--- src/rtl/service_1_time_keeper.sv ---
// service_1_time_keeper: consumer end of the service_1 time-set interface.
//   Captures a BCD HH:MM word on a legal load, keeps 24 h time with internal
//   seconds, and drives a 4-digit multiplexed active-low 7-segment display.
// Ports:
//   clk, reset (async, active-high)
//   load, num_in[15:0] {H1,H0,M1,M0}   : load request and BCD time word
//   setting, sel_in[3:0]               : setter active (pause + blink), digit under edit
//   time_out[15:0], sec_out[5:0]       : current BCD time, binary seconds
//   min_tick, valid, load_err          : minute pulse, time-loaded flag, rejected-load pulse
//   an[3:0], seg[6:0]                  : digit enables / segments {g,f,e,d,c,b,a}, active-low
// Optional feature: define LEADING_ZERO_BLANK_EN to blank a zero H1 digit in RUN/HOLD.
module service_1_time_keeper #(
  parameter int TICK_DIV  = 100_000_000,
  parameter int SCAN_DIV  = 100_000,
  parameter int BLINK_DIV = 25_000_000
) (
  input  logic        clk,
  input  logic        reset,
  input  logic        load,
  input  logic [15:0] num_in,
  input  logic        setting,
  input  logic [3:0]  sel_in,
  output logic [15:0] time_out,
  output logic [5:0]  sec_out,
  output logic        min_tick,
  output logic        valid,
  output logic        load_err,
  output logic [3:0]  an,
  output logic [6:0]  seg
);

  localparam int TW = (TICK_DIV  > 1) ? $clog2(TICK_DIV)  : 1;
  localparam int SW = (SCAN_DIV  > 1) ? $clog2(SCAN_DIV)  : 1;
  localparam int BW = (BLINK_DIV > 1) ? $clog2(BLINK_DIV) : 1;

  localparam logic [TW-1:0] TICK_LAST  = TW'(TICK_DIV - 1);
  localparam logic [SW-1:0] SCAN_LAST  = SW'(SCAN_DIV - 1);
  localparam logic [BW-1:0] BLINK_LAST = BW'(BLINK_DIV - 1);

  localparam logic [6:0] SEG_DASH  = 7'h3F;
  localparam logic [6:0] SEG_BLANK = 7'h7F;

  typedef enum logic [1:0] {IDLE, RUN, HOLD} state_t;
  state_t state, next_state;

  logic [TW-1:0] presc;
  logic [SW-1:0] scan_cnt;
  logic [BW-1:0] blink_cnt;
  logic          blink_ph;
  logic [1:0]    dig;

  // Load legality: hours 00..23, minutes 00..59, all nibbles BCD.
  logic legal, load_ok, load_bad;
  assign legal = (num_in[15:12] <= 4'd2) && (num_in[11:8] <= 4'd9) &&
                 !((num_in[15:12] == 4'd2) && (num_in[11:8] > 4'd3)) &&
                 (num_in[7:4] <= 4'd5) && (num_in[3:0] <= 4'd9);
  assign load_ok  = load && legal;
  assign load_bad = load && !legal;

  logic tick;
  assign tick = (state == RUN) && (presc == TICK_LAST);

  // Next-state logic; a legal load overrides the normal transitions and
  // picks RUN or HOLD from the setter level seen in the same cycle.
  always_comb begin
    next_state = state;
    case (state)
      IDLE:    next_state = IDLE;
      RUN:     if (setting) next_state = HOLD;
      HOLD:    if (!setting) next_state = RUN;
      default: next_state = IDLE;
    endcase
    if (load_ok) next_state = setting ? HOLD : RUN;
  end

  always_ff @(posedge clk or posedge reset) begin
    if (reset) state <= IDLE;
    else       state <= next_state;
  end

  // BCD minute increment with 23:59 -> 00:00 wrap.
  logic [15:0] time_inc;
  always_comb begin
    time_inc = time_out;
    if (time_out == 16'h2359) begin
      time_inc = 16'h0000;
    end else if (time_out[3:0] != 4'd9) begin
      time_inc[3:0] = time_out[3:0] + 4'd1;
    end else begin
      time_inc[3:0] = 4'd0;
      if (time_out[7:4] != 4'd5) begin
        time_inc[7:4] = time_out[7:4] + 4'd1;
      end else begin
        time_inc[7:4] = 4'd0;
        if (time_out[11:8] != 4'd9) begin
          time_inc[11:8] = time_out[11:8] + 4'd1;
        end else begin
          time_inc[11:8]  = 4'd0;
          time_inc[15:12] = time_out[15:12] + 4'd1;
        end
      end
    end
  end

  // Timekeeping datapath. A load takes priority over a coincident tick.
  always_ff @(posedge clk or posedge reset) begin
    if (reset) begin
      time_out <= 16'h0000;
      sec_out  <= 6'd0;
      presc    <= '0;
      min_tick <= 1'b0;
      valid    <= 1'b0;
      load_err <= 1'b0;
    end else begin
      min_tick <= 1'b0;
      load_err <= load_bad;
      if (load_ok) begin
        time_out <= num_in;
        sec_out  <= 6'd0;
        presc    <= '0;
        valid    <= 1'b1;
      end else if (state == RUN) begin
        if (tick) begin
          presc <= '0;
          if (sec_out == 6'd59) begin
            sec_out  <= 6'd0;
            time_out <= time_inc;
            min_tick <= 1'b1;
          end else begin
            sec_out <= sec_out + 6'd1;
          end
        end else begin
          presc <= presc + 1'b1;
        end
      end
    end
  end

  function automatic logic [6:0] glyph(input logic [3:0] d);
    case (d)
      4'd0:    glyph = 7'h40;
      4'd1:    glyph = 7'h79;
      4'd2:    glyph = 7'h24;
      4'd3:    glyph = 7'h30;
      4'd4:    glyph = 7'h19;
      4'd5:    glyph = 7'h12;
      4'd6:    glyph = 7'h02;
      4'd7:    glyph = 7'h78;
      4'd8:    glyph = 7'h00;
      4'd9:    glyph = 7'h10;
      default: glyph = SEG_DASH;
    endcase
  endfunction

  logic [3:0] cur_nib;
  logic [3:0] an_next;
  logic [6:0] seg_next;
  always_comb begin
    case (dig)
      2'd0:    cur_nib = time_out[3:0];
      2'd1:    cur_nib = time_out[7:4];
      2'd2:    cur_nib = time_out[11:8];
      default: cur_nib = time_out[15:12];
    endcase
    an_next  = ~(4'b0001 << dig);
    seg_next = SEG_DASH;
    if (state != IDLE) begin
      seg_next = glyph(cur_nib);
`ifdef LEADING_ZERO_BLANK_EN
      if ((dig == 2'd3) && (cur_nib == 4'd0)) seg_next = SEG_BLANK;
`endif
      if ((state == HOLD) && blink_ph && sel_in[dig]) seg_next = SEG_BLANK;
    end
  end

  // Scan and blink counters run freely; an/seg are registered together so
  // the enabled digit and its segments always change on the same edge.
  always_ff @(posedge clk or posedge reset) begin
    if (reset) begin
      scan_cnt  <= '0;
      dig       <= 2'd0;
      blink_cnt <= '0;
      blink_ph  <= 1'b0;
      an        <= 4'b1110;
      seg       <= SEG_DASH;
    end else begin
      if (scan_cnt == SCAN_LAST) begin
        scan_cnt <= '0;
        dig      <= dig + 2'd1;
      end else begin
        scan_cnt <= scan_cnt + 1'b1;
      end
      if (blink_cnt == BLINK_LAST) begin
        blink_cnt <= '0;
        blink_ph  <= ~blink_ph;
      end else begin
        blink_cnt <= blink_cnt + 1'b1;
      end
      an  <= an_next;
      seg <= seg_next;
    end
  end

endmodule
--- config.mk ---
export PLATFORM = sky130hd
export DESIGN_NAME = service_1_time_keeper
export DESIGN_NICKNAME = d
export VERILOG_FILES = /design/src/rtl/service_1_time_keeper.sv
export SDC_FILE = /design/constraint.sdc
export NUM_CORES = 1
export LEC_CHECK = 0
export BUFFER_PORTS_ARGS = -buffer_cell sky130_fd_sc_hd__clkbuf_2
export CAP_MARGIN = 10
export CORE_MARGIN = 3
export CORE_UTILIZATION = 26
export DETAILED_ROUTE_END_ITERATION = 16
export PLACE_DENSITY_LB_ADDON = 0.2
export REMOVE_ABC_BUFFERS = 1
export SLEW_MARGIN = 10
export SYNTH_ARGS = -nofsm -noshare
export SYNTH_HDL_FRONTEND = slang
export SYNTH_SLANG_ARGS = --single-unit
--- constraint.sdc ---
create_clock -name clk -period 10.87 [get_ports clk]
set_input_delay 2.7175 -clock clk [delete_from_list [all_inputs] [get_ports clk]]
set_output_delay 2.7175 -clock clk [all_outputs]
set_load 0.01 [all_outputs]
==> summary.md, run 1 <==
| Metric | Value |
|---|---|
| Status | finished clean |
| GR Layer Usage met1 | 0.1750 |
| Slew @ Worst Pin | 1.107 ns |
| Leading area contributor after synthesis | dfrtp_1 |
| Post-synth top area share | 0.4254 |
| Area contributors post-synth | dfrtp_1 (43%), ha_1 (4.6%), dfstp_2 (4.0%) |
| Avg WL per Cell | 15.72 µm |
| Yosys warns | 0 |
| Reg-to-reg endpoint | time_out[10]$_DFFE_PP0P_ |
| Hold endpoint | valid$_DFFE_PP0N_ |
| Sequential area share after synthesis | 0.4652 |
| Reg2reg path depth | 6 |
| Crit-path cells | clkbuf_2 > o32ai_1 > nand2_1 > nand2_1 > o22ai_1 |
| Most used DFF post-synth | dfrtp_1 |
| Maximum clock rate | 190.3 MHz |
| CTS Buffer Depth | 2 |
| Crit path capture type | flop |
| Fin. Hold Viols | 0 |
| Cts bufs inserted | 9 |
| Fin. max-slew vios | 0 |
| IO Pins | 60 |
| Largest stage delay, worst path | 0.94 ns |
| Drt total wl | 15.07 mm |
| Post-Route Utilization | 0.3080 |
| Met3 usage | 0.02310 |
| Worst Skew | 0.008067 ns |
| Top Usage Layer GRT | met2 |
| Total Power | 1033 µW |
| 1st-iter DRT viols | 332 |
| RR Startpoint | presc[0]$_DFFE_PP0N_ |
| Gr usage total | 0.1271 |
| Yosys cell types | 66 |
| Crit share post-route | 0.4835 |
| Hold WS | 0.4759 ns |
| Largest net degree at the start of global routing | 57 |
| Via density | 5.115 |
| Cts hold-fix bufs | 0 |
| HP Start | valid$_DFFE_PP0N_ |
| Die span in y | 157.2 µm |
| Die width | 157.2 µm |
| Antenna Cells | 0 |
| Worst vdd ir | 0.09597 mV |
| Port Buf Inserts | 59 |
| Crit path top cell by count | nand2_1 |
| # fillers | 2309 |
| Clk root buf | clkbuf_16 |
| Initial antenna violation count | 0 |
| H-tree level count | 3 |
| Setup CP Type | in2reg |
| Vias | 4905 |
| Drt pass-1 iters | 5 |
| Post-DP HPWL | 10.39 mm |
| RSZ-0062 raised after global routing | false |
| First-pass GRT wire length | 25.59 mm |
| Post-synth ARST share | 1.000 |
| Crit path time final | 5.256 ns |
| # setup viols final | 0 |
| Mapped Area | 5942 µm² |
| Max-Cap Viols | 0 |
| Sink Count | 110 |
| Number of global-route vias before repair | 4925 |
| Cell Pwr Density | 151.3 nW/µm² |
| Post-synth EDFFs | 0 |
| Mapped Cells | 619 |
| CTS resizes | 0 |
| Worst path slowest cell | nand2_1 |
| Rows | 54 |
| Initial Utilization | 0.2681 |
| Static leakage | 0.002894 µW |
| Synth Register Bits | 110 |
| Worst setup SP type | input port |
| R2R setup slack | 7.62 ns |
| HP Class | reg2reg |
| Req. time, crit path | 11.07 ns |
| DIE AREA | 24700 µm² |
| Clk_lat worst skew | 0.35 ns |
| Core area | 22160 µm² |
| GR Util met2 | 0.2005 |
| Data arrival, critical path | 5.46 ns |
| Crit path max fanout | 25 |
| TritonCTS clock tree | yes |
| Mapped Avg Cell Area | 9.599 µm² |
| Post-place setup slack | 5.189 ns |
| Setup_tns | 0 ns |
| Slack of the critical path | 5.614 ns |
| Grt total ovfl | 0 |
| Hold depth | 1 |
| Post-DRT Antenna Nets | 0 |
| Post-layout nets | 721 |
| DRC violations left | 0 |
| Area growth from synthesis to final layout | 14.89% |
| Clock-pin slew on the worst setup and hold paths | 0.08 ns |
| Gp weighted congestion | 0.8592 |
| Share of cells above drive strength 1 | 0.1591 |
| Slew headroom | 0.2551 |
| Post CTS Setup Buffer Count | 0 |
cell families after synthesis:
| kind of cell | synth area share |
|---|---|
| AND/OR/NAND/NOR | 0.2459 |
| AO/OA/AOI/OAI | 0.1295 |
| flip-flops | 0.4652 |
| buffers and inverters | 0.03306 |
| XOR/XNOR | 0.06043 |
| adder cells (fa/ha/maj) | 0.04632 |
| multiplexers | 0.01958 |
per-layer routing:
metal / share of wire / vias up
met5: 0 / -
met4: 0.023 / 0
met3: 0.036 / 21
met2: 0.46 / 100
met1: 0.49 / 2415
li1: - / 2369
registers in the layout (all words and copies together) (netlist names):
| name | count |
|---|---|
| presc | 27 |
| blink_cnt | 25 |
| scan_cnt | 17 |
| time_out | 16 |
| seg | 7 |
| sec_out | 6 |
| an | 4 |
| dig | 2 |
| state | 2 |
| blink_ph | 1 |
| load_err | 1 |
| min_tick | 1 |
| valid | 1 |
worst max-delay path, delay by kind of cell:
kind            cells  cell delay [ns]
simple gates        2             1.71
compound gates      2             0.92
buf+inv             1             0.09
report_power, final:
group	switching, µW	leakage [µW]	internal, µW
logic	116	0.00135	70.4
clock network	163	0.000148	181
registers	57.6	0.00140	445
total	337	0.00289	696
how the worst max path moves through the flow:
stage / endpoint / start / cells past startpoint
after floorplan: an[0]$_DFF_PP0_ / reset / 1
after global placement: presc[1]$_DFFE_PP0N_ / num_in[9] / 5
after detailed placement: presc[1]$_DFFE_PP0N_ / num_in[10] / 5
after CTS: presc[1]$_DFFE_PP0N_ / num_in[9] / 5
after global routing: presc[1]$_DFFE_PP0N_ / num_in[9] / 5
final: presc[1]$_DFFE_PP0N_ / num_in[9] / 5
final cells by class:
cell class	count	area (µm²)	share of cell area
Multi-Input combinational cell	463	2985	0.4373
Sequential cell	110	2764	0.4049
Tap cell	280	350.3	0.05132
Timing Repair Buffer	63	325.3	0.04765
Clock buffer	9	225.2	0.03299
Inverter	28	107.6	0.01576
Clock inverter	6	68.82	0.01008
placed cells by master (no fill, tap or decap), drive strengths merged, types with 24 or more instances in the layout:
cell type,Yosys,layout
clkbuf,12,68
nand3,37,37
nand4,29,29
nand2,51,51
o21ai,31,31
dfrtp,101,101
inv,28,31
a21oi,35,35
xor2,24,24
nor2,55,55
metrics by stage:
step / instances / area, µm²
2_1_floorplan: 601 / 5851
3_3_place_gp: 944 / 6533
3_5_place_dp: 944 / 6533
4_1_cts: 959 / 6827
5_1_grt: 959 / 6827
6_report: 959 / 6827
Yosys cell counts, types with 3 or more instances:
cell / n
a21oi_1: 35
a222oi_1: 3
a22o_1: 6
a31oi_1: 10
and3_1: 7
buf_2: 3
clkbuf_1: 12
dfrtp_1: 101
dfstp_2: 9
ha_1: 22
inv_1: 28
mux2_2: 3
mux2i_1: 6
nand2_1: 51
nand3_1: 36
nand3b_1: 7
nand4_1: 28
nor2_1: 55
nor2b_1: 4
nor3_1: 12
nor4_1: 11
o21a_1: 6
o21ai_0: 31
o31ai_1: 8
or3_1: 21
or4_1: 9
xnor2_1: 17
xor2_1: 24
Note: power is estimated with default switching activity, not from simulation.
==> run 2: changes to the inputs <==
- ABC_AREA: unset -> 1
- clock period: 10.87 -> 4.6 ns (I/O delays scaled with it)
==> run 2 against run 1 <==
Against the previous run:
- wire length grew 18%
- largest power group unchanged
- clock skew is essentially flat
- via count grew 22%
- cell count grew 39%
- sequential power grew 110%
- count of clock-buffer cells in the layout is the same
- first-iteration DRC count shrank 0.30%
- critical path type unchanged
- non-clock buffer count shrank 1
- area after synthesis grew 14%
- sequential share of layout area shrank 4.8 points
- worst setup slack lost 4.1 ns
==> summary.md, run 2 <==
| Metric | Value |
|---|---|
| Clk_lat worst skew | 0.37 ns |
| Number of global-route vias before repair | 5888 |
| Fin. max-slew vios | 0 |
| Worst vdd ir | 0.1814 mV |
| Mapped Area | 6754 µm² |
| Slew headroom | 0.4726 |
| Req. time, crit path | 4.82 ns |
| Post-synth EDFFs | 0 |
| Share of cells above drive strength 1 | 0.1221 |
| Synth Register Bits | 110 |
| Cts bufs inserted | 9 |
| Leading area contributor after synthesis | dfrtp_1 |
| TritonCTS clock tree | yes |
| Yosys warns | 0 |
| Most used DFF post-synth | dfrtp_1 |
| Post-DRT Antenna Nets | 0 |
| Post-synth ARST share | 1.000 |
| Layout Cells excl Fill | 1329 |
| Vias | 5987 |
| Drt pass-1 iters | 5 |
| Clk root buf | clkbuf_16 |
| H-tree level count | 3 |
| Worst Skew | 0.008413 ns |
| Worst Setup SP | num_in[7] |
| Post-layout nets | 1040 |
| RR Startpoint | dig[0]$_DFFE_PP0N_ |
| Post-DP HPWL | 13.31 mm |
| R2R setup slack | 2.15 ns |
| Core area | 25330 µm² |
| Die width | 167.2 µm |
| Clock-pin slew on the worst setup and hold paths | 0.08 ns |
| Reg2reg path depth | 11 |
| Switch share | 0.2863 |
| Commonest non-fill, non-tap cell in the layout | nand2_1 |
| Area contributors post-synth | dfrtp_1 (37%), nand2_1 (15%), nor2_1 (8.3%) |
| Combinational fraction of design power | 0.107 |
| IO Pins | 60 |
| Initial Utilization | 0.2667 |
| Post CTS Setup Buffer Count | 0 |
| Die span in y | 167.2 µm |
| Flop pwr share | 0.495 |
| Setup_tns | 0 ns |
| Area growth from synthesis to final layout | 14.78% |
| # setup viols final | 0 |
| Port Buf Inserts | 59 |
| Largest register FFs | 27 |
| Initial antenna violation count | 0 |
| DRC violations left | 0 |
| Setup CP Type | in2reg |
| Crit path capture type | flop |
| Internal | 1535 µW |
| Crit path to | presc[5]$_DFFE_PP0N_ |
| Sequential area share after synthesis | 0.4092 |
| Cts hold-fix bufs | 0 |
| Worst setup SP type | input port |
| First-pass GRT wire length | 30.34 mm |
| CTS resizes | 0 |
| Crit share post-route | 0.6678 |
| Grt total ovfl | 0 |
| Mapped Avg Cell Area | 7.239 µm² |
| Antenna Cells | 0 |
| Reg-to-reg endpoint | seg[3]$_DFF_PP1_ |
| Final Cell Area | 7752 µm² |
| RSZ-0062 raised after global routing | false |
| Gr usage total | 0.1314 |
| Largest net degree at the start of global routing | 59 |
| Via density | 4.505 |
| Drt total wl | 17.76 mm |
| Inst Count DP | 1313 |
| Post-DP Area | 7430 µm² |
| Maximum clock rate | 325.5 MHz |
| # fillers | 2761 |
| Crit path max fanout | 28 |
| Avg WL per Cell | 13.36 µm |
| Slew @ Worst Pin | 0.7892 ns |
| Rows | 58 |
| Gp weighted congestion | 0.8360 |
| HP Class | reg2reg |
| Static leakage | 0.003762 µW |
| Cell Pwr Density | 277.5 nW/µm² |
| Most common cell in the netlist | nand2_1 |
| CTS Buffer Depth | 2 |
| Status | finished clean |
| Crit path time final | 3.072 ns |
| Yosys cell types | 39 |
| Fin. Hold Viols | 0 |
| Post-synth top area share | 0.3742 |
| Clock power frac | 0.398 |
| Post-synth top cells | nand2_1 (263), nor2_1 (150), inv_1 (102) |
| Biggest registers after layout | presc: 27 flops, blink_cnt: 25 flops, scan_cnt: 17 flops |
| Commonest cells after routing, fill and taps aside | nand2_1 (263), nor2_1 (150), inv_1 (101), dfrtp_1 (101), nand3_1 (77) |
| Reg with most FFs | presc |
| Switching pwr | 616.0 µW |
| Sink Count | 110 |
| 1st-iter DRT viols | 331 |
| Data arrival, critical path | 3.30 ns |
| Max-Cap Viols | 0 |
| Mapped Cells | 933 |
| DIE AREA | 27950 µm² |
-- run 2: cell types whose count changed in the layout (fill, tap and decap cells not counted), sizes merged, moves of 15 or more --
cell and delta:
or3 -22, nand2 +219, nor2 +105, nand3 +43, a21oi -26, xor2 +15, inv +84
-- run 2: per-stage QoR --
stage	setup WS [ns]	util	power, µW	hold slack (ns)
floorplan	0.5626	-	1219	0.4329
global placement	1.245	0.2934	1319	0.4509
detailed placement	1.144	0.2934	1320	0.4586
CTS	1.536	0.3061	2191	0.4764
global route	1.239	0.3061	2260	0.4852
finish	1.528	0.3061	2151	0.4636
-- run 2: cells by family (layout without fill, tap and decap cells) --
logic type	after synthesis	in the layout	synth area share
buf+inv	123	189	0.07206
xor+xnor	51	51	0.06614
simple gates	574	574	0.3690
flops	110	110	0.4092
compound gates	53	53	0.04279
fa+ha+maj	22	22	0.04076
-- run 2: critical path: stages --
cell,delay [ns]
clkbuf_2,0.08
nor2_1,0.09
nand3_1,0.08
nor2_2,0.19
nand3_1,0.41
nand2_2,0.59
inv_1,0.46
nand2_1,0.14
o21ai_0,0.08
-- run 2: power by group through the flow --
stage	Sequential, µW	Combinational [µW]	Clock (µW)
6_report	1070	229	856
5_1_grt	1070	266	921
4_1_cts	1070	236	888
3_5_place_dp	1090	235	0
3_3_place_gp	1090	234	0
2_1_floorplan	1080	139	0
-- run 2: area by class of cell --
| cell class | count | area [µm²] | share of cell area |
|---|---|---|---|
| well taps | 330 | 412.9 | 0.05326 |
| clock inverters | 7 | 97.59 | 0.01259 |
| clock buffers | 9 | 225.2 | 0.02905 |
| repair buffers | 62 | 330.3 | 0.04261 |
| multi-input cells | 700 | 3503 | 0.4519 |
| inverters | 111 | 419.2 | 0.05407 |
| flip-flops and latches | 110 | 2764 | 0.3565 |
-- run 2: how the worst min path moves through the flow --
stage                                     start                    end  cells past startpoint  slack, ns
after floorplan           scan_cnt[0]$_DFF_PP0_  scan_cnt[0]$_DFF_PP0_                      1       0.43
after global placement        valid$_DFFE_PP0N_      valid$_DFFE_PP0N_                      1       0.45
after detailed placement      valid$_DFFE_PP0N_      valid$_DFFE_PP0N_                      1       0.46
after CTS                 scan_cnt[0]$_DFF_PP0_  scan_cnt[0]$_DFF_PP0_                      1       0.48
after global routing          valid$_DFFE_PP0N_      valid$_DFFE_PP0N_                      1       0.49
final                     scan_cnt[0]$_DFF_PP0_  scan_cnt[0]$_DFF_PP0_                      1       0.46
-- run 2: metal layers --
| layer | GRT usage | part of all wire |
|---|---|---|
| met1 | 0.1822 | 0.50 |
| met2 | 0.2138 | 0.45 |
| met3 | 0.01723 | 0.032 |
| met4 | 0.04198 | 0.016 |
| met5 | 0 | 0 |
==> run 3: changes to the inputs <==
- clock period: 4.6 -> 2.7 ns (I/O delays scaled with it)
==> run 3 against run 2 <==
Against the previous run:
- sequential power grew 70%
- cell area increased by 0.26%
- combinational power up 75%
- global-route usage barely moved
- first-iteration DRC count grew 9.7%
- power grew 67%
- non-clock buffer count rose by 6
- sequential cell count is the same
==> summary.md, run 3 (synthesis gave the netlist of run 2 again) <==
| Metric | Value |
|---|---|
| Slew headroom | 0.5814 |
| Post-DP HPWL | 13.48 mm |
| Worst path slowest cell | dfrtp_1 |
| Die width | 167.2 µm |
| Slew @ Worst Pin | 0.6222 ns |
| Largest net degree at the start of global routing | 49 |
| Biggest registers after layout | presc: 27 flops, blink_cnt: 25 flops, scan_cnt: 17 flops |
| Slack of the critical path | 0.3432 ns |
| Total Power | 3589 µW |
| Crit-path cells | inv_1 > ha_1 > inv_1 > o21ai_0 > nor2_1 > nor2_1 > inv_1 > ha_1 > or2_2 > nand3_1 > nand2_1 |
| Area of the multi-input gates | 3503 µm² |
| Cell Pwr Density | 461.8 nW/µm² |
| HP Class | in2async |
| Setup CP Type | reg2reg |
| Port Buf Inserts | 59 |
| Initial antenna violation count | 0 |
| RSZ-0062 raised after global routing | false |
| Worst Path Buf+Inv | 3 |
| Crit path max fanout | 6 |
| Maximum clock rate | 424.3 MHz |
| Post-layout nets | 1046 |
| DRC violations left | 0 |
| CTS resizes | 0 |
| Rows | 58 |
| Static leakage | 0.003779 µW |
| Crit path time final | 2.357 ns |
| Crit path top cell by count | inv_1 |
| RR Startpoint | dig[0]$_DFFE_PP0N_ |
| Drt pass-1 iters | 5 |
| Max-Cap Viols | 0 |
| Hold WS | 0.2625 ns |
| Clock-pin slew on the worst setup and hold paths | 0.08 ns |
| Clk_lat worst skew | 0.36 ns |
| 1st-iter DRT viols | 363 |
| Cts hold-fix bufs | 0 |
| TritonCTS clock tree | yes |
| First-pass GRT wire length | 30.27 mm |
| Worst setup SP type | flop |
| Worst Skew | 0.007506 ns |
| Post CTS Setup Buffer Count | 0 |
| Post-DRT Antenna Nets | 0 |
| Drt total wl | 17.68 mm |
| Avg WL per Cell | 13.24 µm |
| Reg2reg path depth | 11 |
| CTS Buffer Depth | 2 |
| Die span in y | 167.2 µm |
| Initial Utilization | 0.2667 |
| Reg area | 2764 µm² |
| Vias | 5957 |
| Commonest non-fill, non-tap cell in the layout | nand2_1 |
| R2R setup slack | 0.34 ns |
| Reg-to-reg endpoint | seg[3]$_DFF_PP1_ |
| # setup viols final | 0 |
| Fin. Hold Viols | 0 |
| Largest stage delay, worst path | 0.45 ns |
| DIE AREA | 27950 µm² |
| Status | finished clean |
| Worst vdd ir | 0.2882 mV |
| Crit share post-route | 0.8729 |
| Share of cells above drive strength 1 | 0.1274 |
| Sink Count | 110 |
| IO Pins | 60 |
| Worst Setup SP | dig[0]$_DFFE_PP0N_ |
| Area growth from synthesis to final layout | 15.08% |
| Post-place setup slack | 0.3345 ns |
| Commonest cells after routing, fill and taps aside | nand2_1 (263), nor2_1 (150), inv_1 (101), dfrtp_1 (101), nand3_1 (77) |
| Data arrival, critical path | 2.64 ns |
| Crit path to | seg[3]$_DFF_PP1_ |
| # fillers | 2796 |
| Gp weighted congestion | 0.8290 |
| Cts bufs inserted | 9 |
| Via density | 4.462 |
| Grt total ovfl | 0 |
| Worst path depth | 11 |
| H-tree level count | 3 |
| Antenna Cells | 0 |
| Reg with most FFs | presc |
| Gr usage total | 0.1310 |
| Clk root buf | clkbuf_16 |
| Crit path capture type | flop |
| Core area | 25330 µm² |
| Worst path top cell family by delay | simple AND/OR/NAND/NOR gates |
| Number of global-route vias before repair | 5935 |
| Fin. max-slew vios | 0 |
| Largest register FFs | 27 |
| Req. time, crit path | 2.99 ns |
==> run 3: how the worst min path moves through the flow <==
stage | end | start | slack (ns)
final | presc[26]$_DFFE_PP0N_ | reset | 0.26
after CTS | presc[26]$_DFFE_PP0N_ | reset | 0.27
after detailed placement | blink_ph$_DFFE_PP0N_ | blink_ph$_DFFE_PP0N_ | 0.47
after global routing | presc[26]$_DFFE_PP0N_ | reset | 0.27
after floorplan | scan_cnt[0]$_DFF_PP0_ | scan_cnt[0]$_DFF_PP0_ | 0.43
after global placement | blink_ph$_DFFE_PP0N_ | blink_ph$_DFFE_PP0N_ | 0.46
==> run 3: power by group <==
part | total [µW] | internal [µW] | leakage (µW) | switching (µW)
logic | 401 | 141 | 0.00217 | 260
registers | 1820 | 1730 | 0.00146 | 84.4
clock network | 1370 | 662 | 0.000144 | 709
total | 3590 | 2540 | 0.00378 | 1050
==> run 3: final cells by class <==
| type | instances | area share |
|---|---|---|
| multi-input combinational | 700 | 0.4507 |
| sequential | 110 | 0.3556 |
| inverter | 111 | 0.05393 |
| tap | 330 | 0.05312 |
| timing repair buffer | 68 | 0.04829 |
| clock buffer | 9 | 0.02898 |
| clock inverter | 7 | 0.009337 |
==> run 3: layer usage <==
| metal | part of all wire | vias up | wire (µm) | global-route usage |
|---|---|---|---|---|
| met3 | 0.037 | 15 | 646 | 0.02219 |
| li1 | - | 3089 | - | - |
| met4 | 0.013 | 0 | 231 | 0.03451 |
| met2 | 0.46 | 97 | 8046 | 0.2113 |
| met1 | 0.50 | 2756 | 8754 | 0.1833 |
| met5 | 0 | - | 0 | 0 |
==> run 3: per-stage QoR <==
stage	cell area [µm²]	TNS (ns)	utilization	cells
after floorplan	6684	-94.58	-	921
after global placement	7475	0	0.2951	1319
after detailed placement	7475	0	0.2951	1319
after CTS	7772	0	0.3069	1335
after global routing	7772	0	0.3069	1335
final	7772	0	0.3069	1335
==> run 3: worst reg2reg max path, stage by stage (launching register included) <==
cell and delay [ns]:
dfrtp_1 0.45, inv_1 0.18, ha_1 0.25, inv_1 0.07, o21ai_0 0.16, nor2_1 0.07
nor2_1 0.22, inv_1 0.14, ha_1 0.32, or2_2 0.30, nand3_1 0.07, nand2_1 0.06
